File: config.mk
export PLATFORM = sky130hd
export DESIGN_NAME = adt7420_i2c_responder
export DESIGN_NICKNAME = d
export VERILOG_FILES = /design/src/rtl/adt7420_pkg.sv /design/src/rtl/i2c_bus_sync.sv /design/src/rtl/adt7420_i2c_responder.sv
export SDC_FILE = /design/constraint.sdc
export NUM_CORES = 1
export LEC_CHECK = 0
export CAP_MARGIN = 20
export CORE_ASPECT_RATIO = 0.75
export CORE_MARGIN = 2
export CORE_UTILIZATION = 53
export CTS_BUF_LIST = sky130_fd_sc_hd__clkbuf_8
export DETAILED_ROUTE_END_ITERATION = 6
export PLACE_DENSITY = 0.75
export SLEW_MARGIN = 20
export SYNTH_ARGS = -nofsm -noshare
export SYNTH_HDL_FRONTEND = slang
export SYNTH_SLANG_ARGS = --single-unit
File: constraint.sdc
create_clock -name clk_100MHz -period 1.94 [get_ports clk_100MHz]
set_clock_uncertainty 0.05 [all_clocks]
set_input_delay 0.194 -clock clk_100MHz [delete_from_list [all_inputs] [get_ports clk_100MHz]]
set_output_delay 0.194 -clock clk_100MHz [all_outputs]
set_load 0.1 [all_outputs]
File: src/rtl/adt7420_pkg.sv
// Shared types and register map for the ADT7420 I2C responder.
// Holds the FSM state enum, register pointers and read-mux helper.
package adt7420_pkg;

   typedef enum logic [3:0] {
      IDLE,
      ADDR,
      ADDR_ACK,
      PTR,
      PTR_ACK,
      WDATA,
      WDATA_ACK,
      RDATA,
      RACK
   } state_e;

   localparam logic [7:0] REG_TEMP_MSB = 8'h00;
   localparam logic [7:0] REG_TEMP_LSB = 8'h01;
   localparam logic [7:0] REG_STATUS   = 8'h02;
   localparam logic [7:0] REG_CONFIG   = 8'h03;
   localparam logic [7:0] REG_ID       = 8'h0B;

   // RDY_n is never driven low, so status reads as a constant
   localparam logic [7:0] STATUS_VAL   = 8'h80;

   function automatic logic [7:0] reg_read(
      input logic [7:0]  ptr,
      input logic [15:0] shadow,
      input logic [7:0]  cfg,
      input logic [7:0]  id
   );
      logic [7:0] v;
      v = 8'h00;
      case (ptr)
         REG_TEMP_MSB: v = shadow[15:8];
         REG_TEMP_LSB: v = shadow[7:0];
         REG_STATUS:   v = STATUS_VAL;
         REG_CONFIG:   v = cfg;
         REG_ID:       v = id;
         default:      v = 8'h00;
      endcase
      return v;
   endfunction

endpackage

File: src/rtl/i2c_bus_sync.sv
// Synchronizes raw SCL/SDA into the clock domain and derives
// SCL edges plus START/STOP pulses from the synchronized lines.
module i2c_bus_sync (
   input  logic clk_i,
   input  logic rst_ni,
   input  logic scl_i,
   input  logic sda_i,
   output logic sda_o,
   output logic scl_rise_o,
   output logic scl_fall_o,
   output logic start_o,
   output logic stop_o
);

   logic [1:0] scl_sync_q;
   logic [1:0] sda_sync_q;
   logic       scl_hist_q;
   logic       sda_hist_q;
   logic       scl_s;

   always_ff @(posedge clk_i or negedge rst_ni) begin
      if (!rst_ni) begin
         scl_sync_q <= 2'b11;
         sda_sync_q <= 2'b11;
         scl_hist_q <= 1'b1;
         sda_hist_q <= 1'b1;
      end else begin
         scl_sync_q <= {scl_sync_q[0], scl_i};
         sda_sync_q <= {sda_sync_q[0], sda_i};
         scl_hist_q <= scl_sync_q[1];
         sda_hist_q <= sda_sync_q[1];
      end
   end

   assign scl_s      = scl_sync_q[1];
   assign sda_o      = sda_sync_q[1];
   assign scl_rise_o = scl_s & ~scl_hist_q;
   assign scl_fall_o = ~scl_s & scl_hist_q;
   assign start_o    = scl_s & scl_hist_q & sda_hist_q & ~sda_o;
   assign stop_o     = scl_s & scl_hist_q & ~sda_hist_q & sda_o;

endmodule

File: src/rtl/adt7420_i2c_responder.sv
// I2C target emulating the ADT7420 register interface: temperature,
// status, configuration and ID registers behind an 8-bit pointer.
module adt7420_i2c_responder
   import adt7420_pkg::*;
#(
   parameter logic [6:0] DEV_ADDR  = 7'h4B,
   parameter logic [7:0] DEVICE_ID = 8'hCB
) (
   input  logic        clk_100MHz,
   input  logic        rst_n,
   input  logic        scl_in,
   input  logic        sda_in,
   output logic        sda_pull_low,
   input  logic [15:0] temp_word,
   output logic [7:0]  config_reg,
   output logic        busy
);

   logic sda_s, scl_rise, scl_fall, start, stop;

   i2c_bus_sync u_sync (
      .clk_i      (clk_100MHz),
      .rst_ni     (rst_n),
      .scl_i      (scl_in),
      .sda_i      (sda_in),
      .sda_o      (sda_s),
      .scl_rise_o (scl_rise),
      .scl_fall_o (scl_fall),
      .start_o    (start),
      .stop_o     (stop)
   );

   state_e      state_q, state_d;
   logic [2:0]  cnt_q, cnt_d;
   logic [7:0]  sr_q, sr_d;
   logic        full_q, full_d;
   logic [7:0]  ptr_q, ptr_d;
   logic [15:0] shadow_q, shadow_d;
   logic [7:0]  cfg_q, cfg_d;
   logic        pull_q, pull_d;
   logic        busy_q, busy_d;
   logic [7:0]  ptr_nx;

   always_ff @(posedge clk_100MHz or negedge rst_n) begin
      if (!rst_n) begin
         state_q  <= IDLE;
         cnt_q    <= 3'd0;
         sr_q     <= 8'h00;
         full_q   <= 1'b0;
         ptr_q    <= 8'h00;
         shadow_q <= 16'h0000;
         cfg_q    <= 8'h00;
         pull_q   <= 1'b0;
         busy_q   <= 1'b0;
      end else begin
         state_q  <= state_d;
         cnt_q    <= cnt_d;
         sr_q     <= sr_d;
         full_q   <= full_d;
         ptr_q    <= ptr_d;
         shadow_q <= shadow_d;
         cfg_q    <= cfg_d;
         pull_q   <= pull_d;
         busy_q   <= busy_d;
      end
   end

   always_comb begin
      state_d  = state_q;
      cnt_d    = cnt_q;
      sr_d     = sr_q;
      full_d   = full_q;
      ptr_d    = ptr_q;
      shadow_d = shadow_q;
      cfg_d    = cfg_q;
      pull_d   = pull_q;
      busy_d   = busy_q;
      ptr_nx   = ptr_q;
      if (start) begin
         state_d = ADDR;
         cnt_d   = 3'd0;
         full_d  = 1'b0;
         pull_d  = 1'b0;
         busy_d  = 1'b1;
      end else if (stop) begin
         state_d = IDLE;
         full_d  = 1'b0;
         pull_d  = 1'b0;
         busy_d  = 1'b0;
      end else begin
         unique case (state_q)
            IDLE: ;
            ADDR, PTR, WDATA: begin
               if (scl_rise) begin
                  sr_d   = {sr_q[6:0], sda_s};
                  cnt_d  = cnt_q + 3'd1;
                  full_d = (cnt_q == 3'd7);
               end else if (scl_fall && full_q) begin
                  full_d = 1'b0;
                  cnt_d  = 3'd0;
                  pull_d = 1'b1;
                  if (state_q == ADDR) begin
                     if (sr_q[7:1] == DEV_ADDR) begin
                        state_d = ADDR_ACK;
                     end else begin
                        state_d = IDLE;
                        pull_d  = 1'b0;
                     end
                  end else if (state_q == PTR) begin
                     ptr_d   = sr_q;
                     state_d = PTR_ACK;
                  end else begin
                     if (ptr_q == REG_CONFIG) cfg_d = sr_q;
                     state_d = WDATA_ACK;
                  end
               end
            end
            ADDR_ACK: begin
               if (scl_fall) begin
                  cnt_d = 3'd0;
                  if (sr_q[0]) begin
                     // snapshot so MSB/LSB of one read burst are coherent
                     shadow_d = temp_word;
                     sr_d     = reg_read(ptr_q, temp_word, cfg_q, DEVICE_ID);
                     pull_d   = ~sr_d[7];
                     state_d  = RDATA;
                  end else begin
                     pull_d  = 1'b0;
                     state_d = PTR;
                  end
               end
            end
            PTR_ACK, WDATA_ACK: begin
               if (scl_fall) begin
                  pull_d  = 1'b0;
                  cnt_d   = 3'd0;
                  state_d = WDATA;
               end
            end
            RDATA: begin
               if (scl_fall) begin
                  if (cnt_q == 3'd7) begin
                     pull_d  = 1'b0;
                     full_d  = 1'b0;
                     state_d = RACK;
                  end else begin
                     sr_d   = {sr_q[6:0], 1'b1};
                     pull_d = ~sr_q[6];
                     cnt_d  = cnt_q + 3'd1;
                  end
               end
            end
            RACK: begin
               if (scl_rise) begin
                  sr_d   = {sr_q[6:0], sda_s};
                  full_d = 1'b1;
               end else if (scl_fall && full_q) begin
                  full_d = 1'b0;
                  if (!sr_q[0]) begin
                     if (ptr_q == REG_TEMP_MSB) ptr_nx = REG_TEMP_LSB;
                     ptr_d   = ptr_nx;
                     sr_d    = reg_read(ptr_nx, shadow_q, cfg_q, DEVICE_ID);
                     pull_d  = ~sr_d[7];
                     cnt_d   = 3'd0;
                     state_d = RDATA;
                  end else begin
                     state_d = IDLE;
                  end
               end
            end
            default: state_d = IDLE;
         endcase
      end
   end

   always_comb begin
      sda_pull_low = pull_q;
      busy         = busy_q;
      config_reg   = cfg_q;
   end

endmodule

### After elaboration in Yosys (flattened, before gate mapping)

Index checks and enable logic that the tools add are counted.

| storage, ports and cells | value |
|---|---|
| logic and storage cells | 195 |
| input port bits | 20 |
| bits in registers | 56 |
| output and inout bits | 10 |

| operators by class | value |
|---|---|
| eq/ne operators | 50 |
| $add $sub $neg | 1 |
| multiplexer cells | 89 |
| reduce and logical (&&, ||, !) cells | 22 |
| bitwise operators | 19 |

Operators with widths:

| cell | number |
|---|---|
| $mux W8 | 33 |
| $pmux W8 S5 | 2 |
| $mux W4 | 11 |
| $ne A4 B4 Y1 const B | 10 |
| $mux W3 | 12 |
| $eq A8 B2 Y1 const B | 4 |
| $pmux W8 S4 | 1 |
| $reduce_and A9 Y1 | 3 |
| $ne A2 B2 Y1 const B | 13 |
| $ne A3 B3 Y1 const B | 8 |
| $pmux W4 S6 | 1 |
| $mux W1 | 23 |
| $reduce_and A10 Y1 | 2 |
| $eq A4 B3 Y1 const B | 4 |
| $eq A8 B1 Y1 const B | 2 |
| $eq A8 B4 Y1 const B | 2 |
| $logic_not A8 Y1 | 2 |
| $pmux W8 S2 | 1 |
| $reduce_and A8 Y1 | 2 |
| $not A1 Y1 | 12 |
| $pmux W3 S4 | 1 |
| $reduce_bool A5 Y1 | 2 |
| $eq A4 B2 Y1 const B | 2 |
| $and A1 B1 Y1 | 7 |
| 18 further kinds | 21 |

### Longest topological paths before layout

Gate-level depths: netlist of the first run.

| depth | value |
|---|---|
| depth after elaboration | 23 |
| mapped depth | 8 |
| gate-level depth less buffers | 8 |

### By module

From an unflattened synthesis of the first run, not the netlist that was laid out.

| second synthesis, totals | value |
|---|---|
| cells, all modules | 321 |
| area, all modules | 3108.0 µm² |

Modules (own cells, without submodules):

| module | times used | sequential area each (µm²) | cells each | area an instance (µm²) |
|---|---|---|---|---|
| adt7420_i2c_responder | 1 | 1051.0 | 311 | 2917.8 |
| i2c_bus_sync | 1 | 157.7 | 10 | 190.2 |

### Worst setup path after synthesis of the first run

Ideal clock, no wire load.

| path | value |
|---|---|
| path type | reg-to-reg |
| start | register cnt_q[0] |
| end | register sr_q[1] |
| setup slack | -0.176 ns |
| cell stages (with the launch flop) | 9 |
| data required time | 1.765 ns |
| path buffers | 0 |
| data arrival time | 1.941 ns |
| period minus slack after synthesis | 2.116 ns |
| setup time | 0.125 ns |
| path through | dfrtp_1 ha_1 ha_1 inv_1 a22oi_1 o221a_2 a211o_1 nor2_4 mux2_2 |

| on the way | value |
|---|---|
| cells in the longest elaborated chain, start to end | 3 |

Ends and longest elaborated chain:

| item | RTL line | source |
|---|---|---|
| start, declared | adt7420_i2c_responder.sv:34 | `logic [2:0] cnt_q, cnt_d;` |
| start signal, assigned | adt7420_i2c_responder.sv:57 | `cnt_q <= cnt_d;` |
| $eq A3 B3 Y1 | adt7420_i2c_responder.sv:142 | `if (cnt_q == 3'd7) begin` |
| $ne A2 B2 Y1 (no line) | - |  |
| $reduce_and A10 Y1 (no line) | - |  |
| end signal, assigned | adt7420_i2c_responder.sv:58 | `sr_q <= sr_d;` |
| end, declared | adt7420_i2c_responder.sv:35 | `logic [7:0] sr_q, sr_d;` |

Every way passes these cells.
A chain may end at the register's enable or synchronous reset.

### Final worst setup path of the first run

| path | value |
|---|---|
| start | register cnt_q[0] |
| end | register sr_q[6] |

The elaborated chain is that of the path after synthesis.

==> key figures, run 1 <==
Synth
  – Mapped Area: 2990 um^2
  – Seq/Total Area, Yosys: 40.5%
  – Post-synth top area share: between 30% and 40%
  – Synth area leaders: dfrtp_1, mux2_2, dfstp_2, nand2_1, nor2_1
  – Main synth FF type: dfrtp_1
  – Syn_area_per_cell: 9.25 um^2
  – Count of unique library cells instantiated by Yosys: 59
  – Seq cells post-synth: 48
  – Yosys Warn Count: 0
  – Gate Count Post-Synth: 323
  – Syn nets: 345
  – Post-synth EDFFs: 0
  – FFs w/ async S/R, synth: 100%
  – Synth area leader: dfrtp_1

Timing
  – Final Setup Violations: 31
  – RSZ-0062 raised after global routing: true
  – Hold WS: 0.236 ns
  – Slew @ Worst Pin: 0.482 ns
  – Fin. Hold Viols: 0
  – Slew headroom: 67.6%
  – Peak Freq: 465 MHz
  – Slew Limit Fails: 0
  – Fin crit share: 111%
  – Period minus WS final: ~2.2 ns
  – Setup ws final: -0.212 ns

Finish
  – Number of fill cells: 349
  – Design area: approximately 4400 um^2
  – Final Non-Filler Cells: 509
  – ANT cells: 0
  – Util after Layout: 81.5%
  – Layout net count: 455
  – Seq. cell area: 1210 um^2
  – Multi-input gate area: approximately 1900 um^2
  – Area Overhead vs Synth: 46.9%
  – Layout cell share with drive strength beyond 1: 45.9%

Die
  – Site Rows: 23
  – Die ar.: 6260 um^2
  – Initial Utilization: 55.5%
  – Die height: around 69 um
  – I/O pins: 30
  – Core footprint: 5380 um^2
  – Die W: just over 90 um

Clocking
  – Clk root buf: clkbuf_8
  – Bufs on Longest Clock Path: 2
  – Skew-Pair Late Insertion Delay: 0.32 ns
  – Register clock-pin slew on the reported worst setup and hold paths: about 0.10 ns
  – CTS sink count: 48
  – Cts bufs inserted: 5
  – H-tree Lvls: 2
  – CTS tree: built

Placement
  – PortBufs: 29
  – Placed Instances: 485
  – Final HPWL DP: 6920 um
  – GP Congestion: between 0.9 and 1
  – Post-placement cell area: 3890 um^2

GRT
  – Vias in the first global route: 3,044
  – Initial antenna violation count: 0
  – Remaining Overflow, GRT: 0
  – First-pass GRT wire length: 16,000 um
  – Gr usage total: 32.7%
  – Largest net degree at the start of global routing: 22

Worst setup path
  – Crit path to: sr_q[6]$_DFFE_PN0P_
  – Worst R2R End: sr_q[6]$_DFFE_PN0P_
  – Critical R2R Launch: cnt_q[0]$_DFFE_PN0P_
  – FF-to-FF setup slack: -0.21 ns
  – Crit Path Class: reg2reg
  – Crit Path Max Fanout: 5
  – R2r worst-path depth: 9
  – CP Capture Type: register
  – Setup crit start: cnt_q[0]$_DFFE_PN0P_
  – Worst Path Required: roughly 2.1 ns
  – Critical Path AT: 2.31 ns
  – Crit start category: register

Run status
  – Run status: finished with violations
  – Failing checks: setup timing

Drt
  – Drt total wl: 10,600 um
  – DR WL/cell: ~21 um
  – DR DRC count: 0
  – 1st-pass router iterations: 6
  – Avg Vias per Cell: 6.33
  – Via count: 3,222
  – Routed Antenna Nets: 0
  – Iter 0 DRT Violations: between 300 and 400

Hold path
  – Min-Delay Path Class: in2reg

Power and ir drop
  – Static leakage: 2.02 nW
  – Worst IR drop on VDD: 0.631 mV
  – Power, Total: 4.92 mW
  – Power per cell area: 1120 nW/um^2

Flow run
  – Max-cap violations: 0
## synth_stat cells (all sizes together), types with 2 or more instances
| cell type | count |
|---|---|
| a22o | 2 |
| o22ai | 2 |
| nand3 | 8 |
| or4 | 2 |
| dfstp | 6 |
| and2b | 2 |
| inv | 6 |
| nor2 | 34 |
| a211o | 3 |
| o21ai | 24 |
| xnor2 | 2 |
| nor3b | 2 |
| or2 | 2 |
| nor3 | 10 |
| and2 | 5 |
| ha | 2 |
| o41ai | 2 |
| a31oi | 5 |
| a22oi | 6 |
| o211ai | 6 |
| dfrtp | 42 |
| buf | 9 |
| a21oi | 17 |
| nor2b | 5 |
| nor4b | 2 |
| o31ai | 2 |
| nand2b | 4 |
| nand4 | 3 |
| a32oi | 2 |
| clkbuf | 9 |
| mux2i | 2 |
| a211oi | 6 |
| mux2 | 35 |
| nand2 | 41 |
## cell type report
cell class,instances,share of cell area [%]
Timing Repair Buffer,121,23.4
Clock buffer,6,1.88
Clock inverter,2,0.314
Inverter,6,0.513
Multi-Input combinational cell,251,44.1
Sequential cell,48,27.7
Tap cell,75,2.14
## power breakdown
group	switching [mW]	total, mW	internal [mW]
Combinational	1.29	2.71	1.43
Clock	0.385	0.678	0.293
Sequential	0.296	1.53	1.24
## metal layers
| metal | wire (um) | up-vias | track usage, % |
|---|---|---|---|
| met4 | 250 | 0 | 8.21 |
| met3 | 1140 | 33 | 7.98 |
| met1 | 4550 | 1577 | 47.4 |
| li1 | - | 1391 | - |
| met5 | 0 | - | 0 |
| met2 | 4670 | 221 | 49.3 |
## stage by stage
stage / setup TNS, ns / setup WS, ns
after global routing: -5.24 / -0.280
after global placement: -6.45 / -0.244
after CTS: -2.31 / -0.133
after floorplan: -2.36 / -0.166
after detailed placement: -6.96 / -0.247
final: -3.85 / -0.212
## kinds of logic (layout without fill, tap and decap cells)
kind of cell               Yosys count  count (layout)  share of synthesized area [%]
DFF                                 48              48                           40.5
adders and majority gates            2               2                          0.838
AOI/OAI and AO/OA                   87              87                           19.4
and+or+nand+nor                    123             123                           21.3
muxes                               37              37                           13.9
buffers and inverters               24             135                           3.56
xor gates and xnor gates             2               2                          0.587
## critical path: stages, from the launching register on
cell and delay (ns):
dfrtp_1 0.40, ha_2 0.20, ha_4 0.16, inv_2 0.05
a22oi_2 0.04, o221a_2 0.22, a211o_1 0.30, nor2_4 0.19
buf_12 0.14, mux2_4 0.29
## cell usage in the layout (no fill, tap or decap), types with 3 or more instances in the layout
cell | Yosys | routed
a211o_1 | 3 | 3
a211oi_2 | 1 | 3
a21oi_1 | 17 | 15
a22oi_1 | 6 | 5
a31oi_1 | 5 | 4
and2_1 | 3 | 3
buf_4 | 2 | 86
buf_6 | 0 | 13
clkbuf_8 | 0 | 6
clkdlybuf4s50_1 | 0 | 18
dfrtp_1 | 42 | 38
dfrtp_2 | 0 | 4
dfstp_2 | 6 | 6
inv_1 | 6 | 5
mux2_2 | 34 | 19
mux2_4 | 0 | 16
nand2_1 | 40 | 38
nand3_1 | 8 | 7
nand4_1 | 3 | 3
nor2_1 | 33 | 31
nor3_1 | 8 | 7
o211ai_1 | 6 | 6
o21ai_0 | 24 | 19
o21ai_1 | 0 | 4
## what timing repair did
action	CTS	global route
gates resized for setup	43	28
pin swaps	18	7
buffers inserted	12	2
cloned	1	0
endpoints found under the setup margin	40	39
hold buffers	1	0
hold endpoints to repair	13	0
## how the worst min path moves through the flow
stage,from,endpoint,cells past startpoint
finish,scl_in,u_sync.scl_sync_q[0]$_DFF_PN1_,1
global route,sda_in,u_sync.sda_sync_q[0]$_DFF_PN1_,1
CTS,scl_in,u_sync.scl_sync_q[0]$_DFF_PN1_,1
detailed placement,rst_n,state_q[1]$_DFFE_PN0P_,1
global placement,rst_n,state_q[1]$_DFFE_PN0P_,1
floorplan,rst_n,busy$_DFFE_PN0N_,0
(Power assumes the default switching activity.)
==> run 2, diff against run 1 <==
--- a/config.mk
+++ b/config.mk
@@ -5,13 +5,14 @@
 export SDC_FILE = /design/constraint.sdc
 export NUM_CORES = 1
 export LEC_CHECK = 0
+export ABC_AREA = 1
 export CAP_MARGIN = 20
-export CORE_ASPECT_RATIO = 0.75
+export CORE_ASPECT_RATIO = 1.1
 export CORE_MARGIN = 2
-export CORE_UTILIZATION = 53
+export CORE_UTILIZATION = 54
 export CTS_BUF_LIST = sky130_fd_sc_hd__clkbuf_8
 export DETAILED_ROUTE_END_ITERATION = 6
-export PLACE_DENSITY = 0.75
+export PLACE_DENSITY = 0.76
 export SLEW_MARGIN = 20
 export SYNTH_ARGS = -nofsm -noshare
 export SYNTH_HDL_FRONTEND = slang
==> key figures, run 2 <==
Synth
  – Syn nets: 475 (+38%)
  – Gate Count Post-Synth: 453 (+40%)
  – Post-synth top area share: 33.8% (-1.4 points)
  – Most frequent cell after synthesis: nand2_1
  – Seq cells post-synth: 48 (unchanged)
  – Yosys Warn Count: 0 (unchanged)
  – Synth area leaders: dfrtp_1, nand2_1, nand3_1, nor2_1, dfstp_2
  – Synth cell count leaders: nand2_1, nor2_1, nand3_1
  – FFs w/ async S/R, synth: 100% (unchanged)
  – Mapped Area: 3110 um^2 (+4.1%)
  – Count of unique library cells instantiated by Yosys: 29 (-51%)
  – Synth area leader: dfrtp_1
  – Syn_area_per_cell: 6.87 um^2 (-26%)
  – Post-synth EDFFs: 0 (unchanged)
  – Seq/Total Area, Yosys: 38.9% (-1.6 points)
  – Main synth FF type: dfrtp_1

Worst setup path
  – Critical R2R Launch: u_sync.scl_hist_q$_DFF_PN1_
  – FF-to-FF setup slack: 0.08 ns (+0.29 ns)
  – Crit path to: ptr_q[2]$_DFFE_PN0P_
  – R2r worst-path depth: 7 (-2)
  – Largest stage delay on the critical path: 0.58 ns (+0.18 ns)
  – Crit-path cells: nand2_1 -> nor2_2 -> inv_2 -> nor2_1 -> nand4_4 -> nand2_1 -> o21ai_0
  – Critical Path AT: 2.00 ns (-0.31 ns)
  – Worst R2R End: ptr_q[2]$_DFFE_PN0P_
  – Setup crit start: u_sync.scl_hist_q$_DFF_PN1_
  – Crit start category: register
  – Crit path max-delay cell type: dfstp_2
  – Crit Path Max Fanout: 15 (+10)
  – CP dominant cell by count: nand2_1
  – Worst Path Required: 2.09 ns (about the same)
  – CP Capture Type: register
  – Crit Path Class: reg2reg

Finish
  – Design area: 3730 um^2 (-15%)
  – Most common cell after layout, fill and taps aside: nand2_1
  – ANT cells: 0 (unchanged)
  – Layout cell share with drive strength beyond 1: 18.8% (-27 points)
  – Layout net count: 526 (+16%)
  – Final Non-Filler Cells: 582 (+14%)
  – Most frequent cells in the layout: nand2_1, nor2_1, nand3_1, dfrtp_1, inv_1
  – Area Overhead vs Synth: 20.0%

Power and ir drop
  – Static leakage: 1.93 nW (-4.7%)
  – Worst IR drop on VDD: 0.736 mV (+17%)
  – Power, Total: 4.43 mW (-10%)
  – Power per cell area: 1190 nW/um^2 (+5.8%)

GRT
  – Remaining Overflow, GRT: 0 (unchanged)
  – Initial antenna violation count: 0 (unchanged)
  – Largest net degree at the start of global routing: 49 (+120%)
  – Vias in the first global route: 3,140 (+3.2%)
  – Gr usage total: 29.1% (-3.6 points)
  – First-pass GRT wire length: 14,900 um (-6.8%)

Timing
  – Slew headroom: 58.0% (-9.7 points)
  – Period minus WS final: 1.86 ns (-0.293 ns)
  – Peak Freq: 538 MHz (+16%)
  – Slew @ Worst Pin: 0.630 ns (+0.149 ns)
  – Fin. Hold Viols: 0 (unchanged)
  – Setup ws final: 0.0809 ns (+0.293 ns)
  – Slew Limit Fails: 0 (unchanged)
  – Final Setup Violations: 0 (-100%)
  – RSZ-0062 raised after global routing: true
  – Fin crit share: 95.8% (-15 points)
  – Final setup TNS: 0 ns (+3.85 ns)

Drt
  – Drt total wl: 8880 um (-16%)
  – Iter 0 DRT Violations: 242 (-38%)
  – Avg Vias per Cell: 5.55 (-12%)
  – Routed Antenna Nets: 0 (unchanged)
  – Via count: 3,229 (+0.22%)
  – 1st-pass router iterations: 6 (unchanged)
  – DR WL/cell: 15.3 um (-27%)
  – DR DRC count: 0 (unchanged)

Hold path
  – Min-Delay Path Class: in2reg
  – Worst hold stages: 1 (unchanged)

Die
  – I/O pins: 30 (unchanged)
  – Die W: 76.4 um (-16%)
  – Initial Utilization: 55.0% (-0.55 points)
  – Die height: 83.6 um (+21%)
  – Core footprint: 5660 um^2 (+5.2%)
  – Site Rows: 29 (+26%)
  – Die ar.: 6380 um^2 (+2.0%)

Placement
  – GP Congestion: 0.934 (-5.1%)
  – Pre-CTS setup slack: 0.0778 ns (+0.325 ns)
  – PortBufs: 29 (unchanged)
  – Placed Instances: 572 (+18%)
  – Final HPWL DP: 6670 um (-3.6%)
  – Post-placement cell area: 3570 um^2 (-8.3%)

Clocking
  – Cts bufs inserted: 5 (unchanged)
  – Skew-Pair Late Insertion Delay: 0.31 ns (about the same)
  – Register clock-pin slew on the reported worst setup and hold paths: 0.10 ns (about the same)
  – CTS tree: built
  – Bufs on Longest Clock Path: 2 (unchanged)
  – H-tree Lvls: 2 (unchanged)
  – Clk root buf: clkbuf_8
  – CTS sink count: 48 (unchanged)

Run status
  – Run status: finished, final reports clean

Flow run
  – Max-cap violations: 0 (unchanged)
[run 2: area by class of cell]
class,instances,area [um^2]
Clock inverter,3,18.8
Timing Repair Buffer,50,420
Tap cell,77,96.3
Multi-Input combinational cell,353,1740
Fill cell,523,1930
Inverter,46,173
Sequential cell,48,1210
Clock buffer,5,68.8
[run 2: repair_timing]
item,CTS,global route
hold buffers,1,0
resized for setup,0,16
hold endpoints to repair,42,0
setup buffers,0,1
endpoints found under the setup margin,0,22
[run 2: power breakdown]
part           total, mW  internal, mW  switching, mW
clock              0.609         0.252          0.356
sequential          1.39          1.21          0.178
combinational       2.43         0.792           1.64
total               4.43          2.25           2.17
[run 2: kinds of logic after synthesis]
group | after synthesis | synth area share [%]
adder cells (fa/ha/maj) | 2 | 0.804
buffers and inverters | 52 | 6.80
AO/OA/AOI/OAI | 49 | 8.37
multiplexers | 6 | 2.17
flip-flops | 48 | 38.9
AND/OR/NAND/NOR | 296 | 43.0
[run 2: through the flow]
step / util (%) / hold slack (ns)
final: 65.9 / 0.238
after detailed placement: 63.1 / 0.288
after floorplan: - / -0.152
after global placement: 63.1 / 0.283
after global routing: 65.9 / 0.231
after CTS: 64.8 / 0.231
[run 2: worst min-delay path by stage]
stage / slack (ns) / start / endpoint
2_1_floorplan: -0.15 / rst_n / busy$_DFFE_PN0N_
3_3_place_gp: 0.28 / rst_n / state_q[2]$_DFFE_PN0P_
3_5_place_dp: 0.29 / rst_n / state_q[2]$_DFFE_PN0P_
4_1_cts: 0.23 / sda_in / u_sync.sda_sync_q[0]$_DFF_PN1_
5_1_grt: 0.23 / sda_in / u_sync.sda_sync_q[0]$_DFF_PN1_
6_report: 0.24 / scl_in / u_sync.scl_sync_q[0]$_DFF_PN1_
[run 2: routing by layer]
metal / track usage [%] / vias up / wire length [um]
met2: 50.7 / 109 / 4360
met1: 35.6 / 1508 / 3650
met3: 3.25 / 34 / 403
met4: 14.2 / 0 / 460
li1: - / 1578 / -
met5: 0 / - / 0
[run 2: worst max-delay path, delay by kind of cell (launching register included)]
kind	cells	cell delay, ns
buffers and inverters	1	0.11
AO/OA/AOI/OAI	1	0.08
flip-flops	1	0.58
AND/OR/NAND/NOR	5	0.93
==> run 3, diff against run 2 <==
--- a/config.mk
+++ b/config.mk
@@ -9,10 +9,11 @@
 export CAP_MARGIN = 20
 export CORE_ASPECT_RATIO = 1.1
 export CORE_MARGIN = 2
-export CORE_UTILIZATION = 54
+export CORE_UTILIZATION = 55
 export CTS_BUF_LIST = sky130_fd_sc_hd__clkbuf_8
 export DETAILED_ROUTE_END_ITERATION = 6
-export PLACE_DENSITY = 0.76
+export DONT_BUFFER_PORTS = 1
+export PLACE_DENSITY = 0.7
 export SLEW_MARGIN = 20
 export SYNTH_ARGS = -nofsm -noshare
 export SYNTH_HDL_FRONTEND = slang
==> key figures, run 3 (synthesized netlist as in run 2, its figures left out) <==
Timing
  – Peak Freq: 551 MHz (+2.3%)
  – Final setup TNS: 0 ns (unchanged)
  – Slew headroom: 75.7% (+18 points)
  – Slew @ Worst Pin: 0.363 ns (-0.267 ns)
  – Slew Limit Fails: 0 (unchanged)
  – Fin crit share: 93.6% (-2.2 points)
  – RSZ-0062 raised after global routing: false
  – Final Setup Violations: 0 (unchanged)
  – Period minus WS final: 1.82 ns (-0.0426 ns)
  – Fin. Hold Viols: 0 (unchanged)

Placement
  – Final HPWL DP: 6380 um (-4.3%)
  – Placed Instances: 547 (-4.4%)
  – PortBufs: 0 (-100%)
  – GP Congestion: 0.917 (-1.8%)

Finish
  – Most frequent cells in the layout: nand2_1, nor2_1, nand3_1, dfrtp_1, inv_1
  – Most common cell after layout, fill and taps aside: nand2_1
  – Layout net count: 515 (-2.1%)
  – Util after Layout: 67.2% (+1.3 points)
  – Multi-input gate area: 1740 um^2 (about the same)
  – ANT cells: 0 (unchanged)
  – Seq. cell area: 1210 um^2 (unchanged)
  – Final Non-Filler Cells: 569 (-2.2%)
  – Number of fill cells: 493 (-5.7%)
  – Layout cell share with drive strength beyond 1: 19.0% (+0.22 points)
  – Area Overhead vs Synth: 17.4%

Drt
  – DR DRC count: 0 (unchanged)
  – Iter 0 DRT Violations: 231 (-4.5%)
  – Avg Vias per Cell: 5.58 (+0.61%)
  – DR WL/cell: 15.0 um (-1.6%)
  – Routed Antenna Nets: 0 (unchanged)
  – Via count: 3,176 (-1.6%)
  – 1st-pass router iterations: 5 (-1)
  – Drt total wl: 8550 um (-3.8%)

GRT
  – Vias in the first global route: 3,126 (-0.45%)
  – Largest net degree at the start of global routing: 49 (unchanged)
  – Gr usage total: 29.3% (+0.23 points)
  – Remaining Overflow, GRT: 0 (unchanged)
  – First-pass GRT wire length: 14,300 um (-4.2%)
  – Initial antenna violation count: 0 (unchanged)

Die
  – Die height: 82.9 um (-0.87%)
  – Site Rows: 28 (-3.4%)
  – Die ar.: 6270 um^2 (-1.7%)
  – Initial Utilization: 57.3% (+2.3 points)
  – I/O pins: 30 (unchanged)
  – Die W: 75.7 um (-0.87%)
  – Core footprint: 5430 um^2 (-4.1%)

Clocking
  – CTS sink count: 48 (unchanged)
  – CTS tree: built
  – Bufs on Longest Clock Path: 2 (unchanged)
  – Cts bufs inserted: 5 (unchanged)
  – H-tree Lvls: 2 (unchanged)
  – Register clock-pin slew on the reported worst setup and hold paths: 0.10 ns (about the same)
  – Clk root buf: clkbuf_8
  – Skew-Pair Late Insertion Delay: 0.31 ns (about the same)

Worst setup path
  – Critical Path AT: 2.02 ns (+0.02 ns)
  – Crit Path Class: reg2reg
  – Worst Path Required: 2.14 ns (+0.05 ns)
  – Crit Path Max Fanout: 8 (-7)
  – CP Capture Type: register
  – Crit start category: register

Hold path
  – Min-Delay Path Class: in2reg

Power and ir drop
  – Power per cell area: 1200 nW/um^2 (+1.5%)
  – Worst IR drop on VDD: 0.935 mV (+27%)
  – Static leakage: 1.88 nW (-2.5%)

Run status
  – Run status: finished, final reports clean

Flow run
  – Max-cap violations: 0 (unchanged)
-- run 3: cell count changes in the layout (fill, tap and decap cells not counted), sizes merged --
cell           delta
dlygate4sd3      +10
clkdlybuf4s50    -18
buf               -3
-- run 3: metal layers --
| metal | GRT usage, % | routed length (um) | vias up |
|---|---|---|---|
| li1 | - | - | 1561 |
| met1 | 36.9 | 3400 | 1442 |
| met2 | 47.6 | 4240 | 147 |
| met3 | 4.61 | 544 | 26 |
| met4 | 14.4 | 363 | 0 |
| met5 | 0 | 0 | - |
-- run 3: critical path, cell delays in order (launching register included) --
cell,delay (ns)
dfstp_2,0.60
inv_1,0.10
nor2_4,0.10
buf_4,0.19
nand2_1,0.12
nand3_1,0.24
o21ai_0,0.14
nand3_1,0.10
nand2_1,0.06
nand2_1,0.06
-- run 3: timing repair --
action | 4_1_cts | 5_1_grt
setup buffers | 0 | 2
hold endpoints to repair | 58 | 0
pin swaps | 0 | 5
hold buffers | 12 | 0
setup endpoints to repair | 2 | 23
resized for setup | 1 | 17
gates cloned | 0 | 0
-- run 3: report_power, final --
part           internal, mW  total (mW)  switching (mW)
Combinational         0.817        2.40            1.58
Clock                 0.252       0.605           0.353
Sequential             1.21        1.39           0.183
-- run 3: final cells by class --
class                           count  area share [%]
Clock inverter                      3           0.514
Clock buffer                        5            1.88
Inverter                           46            4.80
Timing Repair Buffer               39            9.32
Sequential cell                    48            33.2
Multi-Input combinational cell    353            47.7
Tap cell                           75            2.57
-- run 3: per-stage QoR --
step / power, mW / setup slack, ns / hold slack (ns) / cell area, um^2
6_report: 4.40 / 0.124 / 0.166 / 3650
3_5_place_dp: 3.67 / 0.0230 / -0.150 / 3350
4_1_cts: 4.34 / 0.00172 / 0.162 / 3580
2_1_floorplan: 2.92 / 0.287 / -0.152 / 3110
5_1_grt: 4.76 / 0.0117 / 0.221 / 3650
3_3_place_gp: 3.64 / 0.0533 / -0.150 / 3350
-- run 3: final timing paths --
path                                                 from                        endpoint  slack, ns  depth (start not counted)
setup / recovery           u_sync.scl_sync_q[1]$_DFF_PN1_             sr_q[4]$_DFFE_PN0P_       0.12                          9
hold / removal                              temp_word[15]        sda_pull_low$_DFFE_PN0P_       0.17                          5
setup reg to reg           u_sync.scl_sync_q[1]$_DFF_PN1_             sr_q[4]$_DFFE_PN0P_       0.12                          9
hold reg to reg            u_sync.sda_sync_q[0]$_DFF_PN1_  u_sync.sda_sync_q[1]$_DFF_PN1_       0.31                          0
max in group asynchronous                           rst_n     u_sync.scl_hist_q$_DFF_PN1_       1.21                          2
min in group asynchronous                           rst_n          state_q[1]$_DFFE_PN0P_       0.34                          2
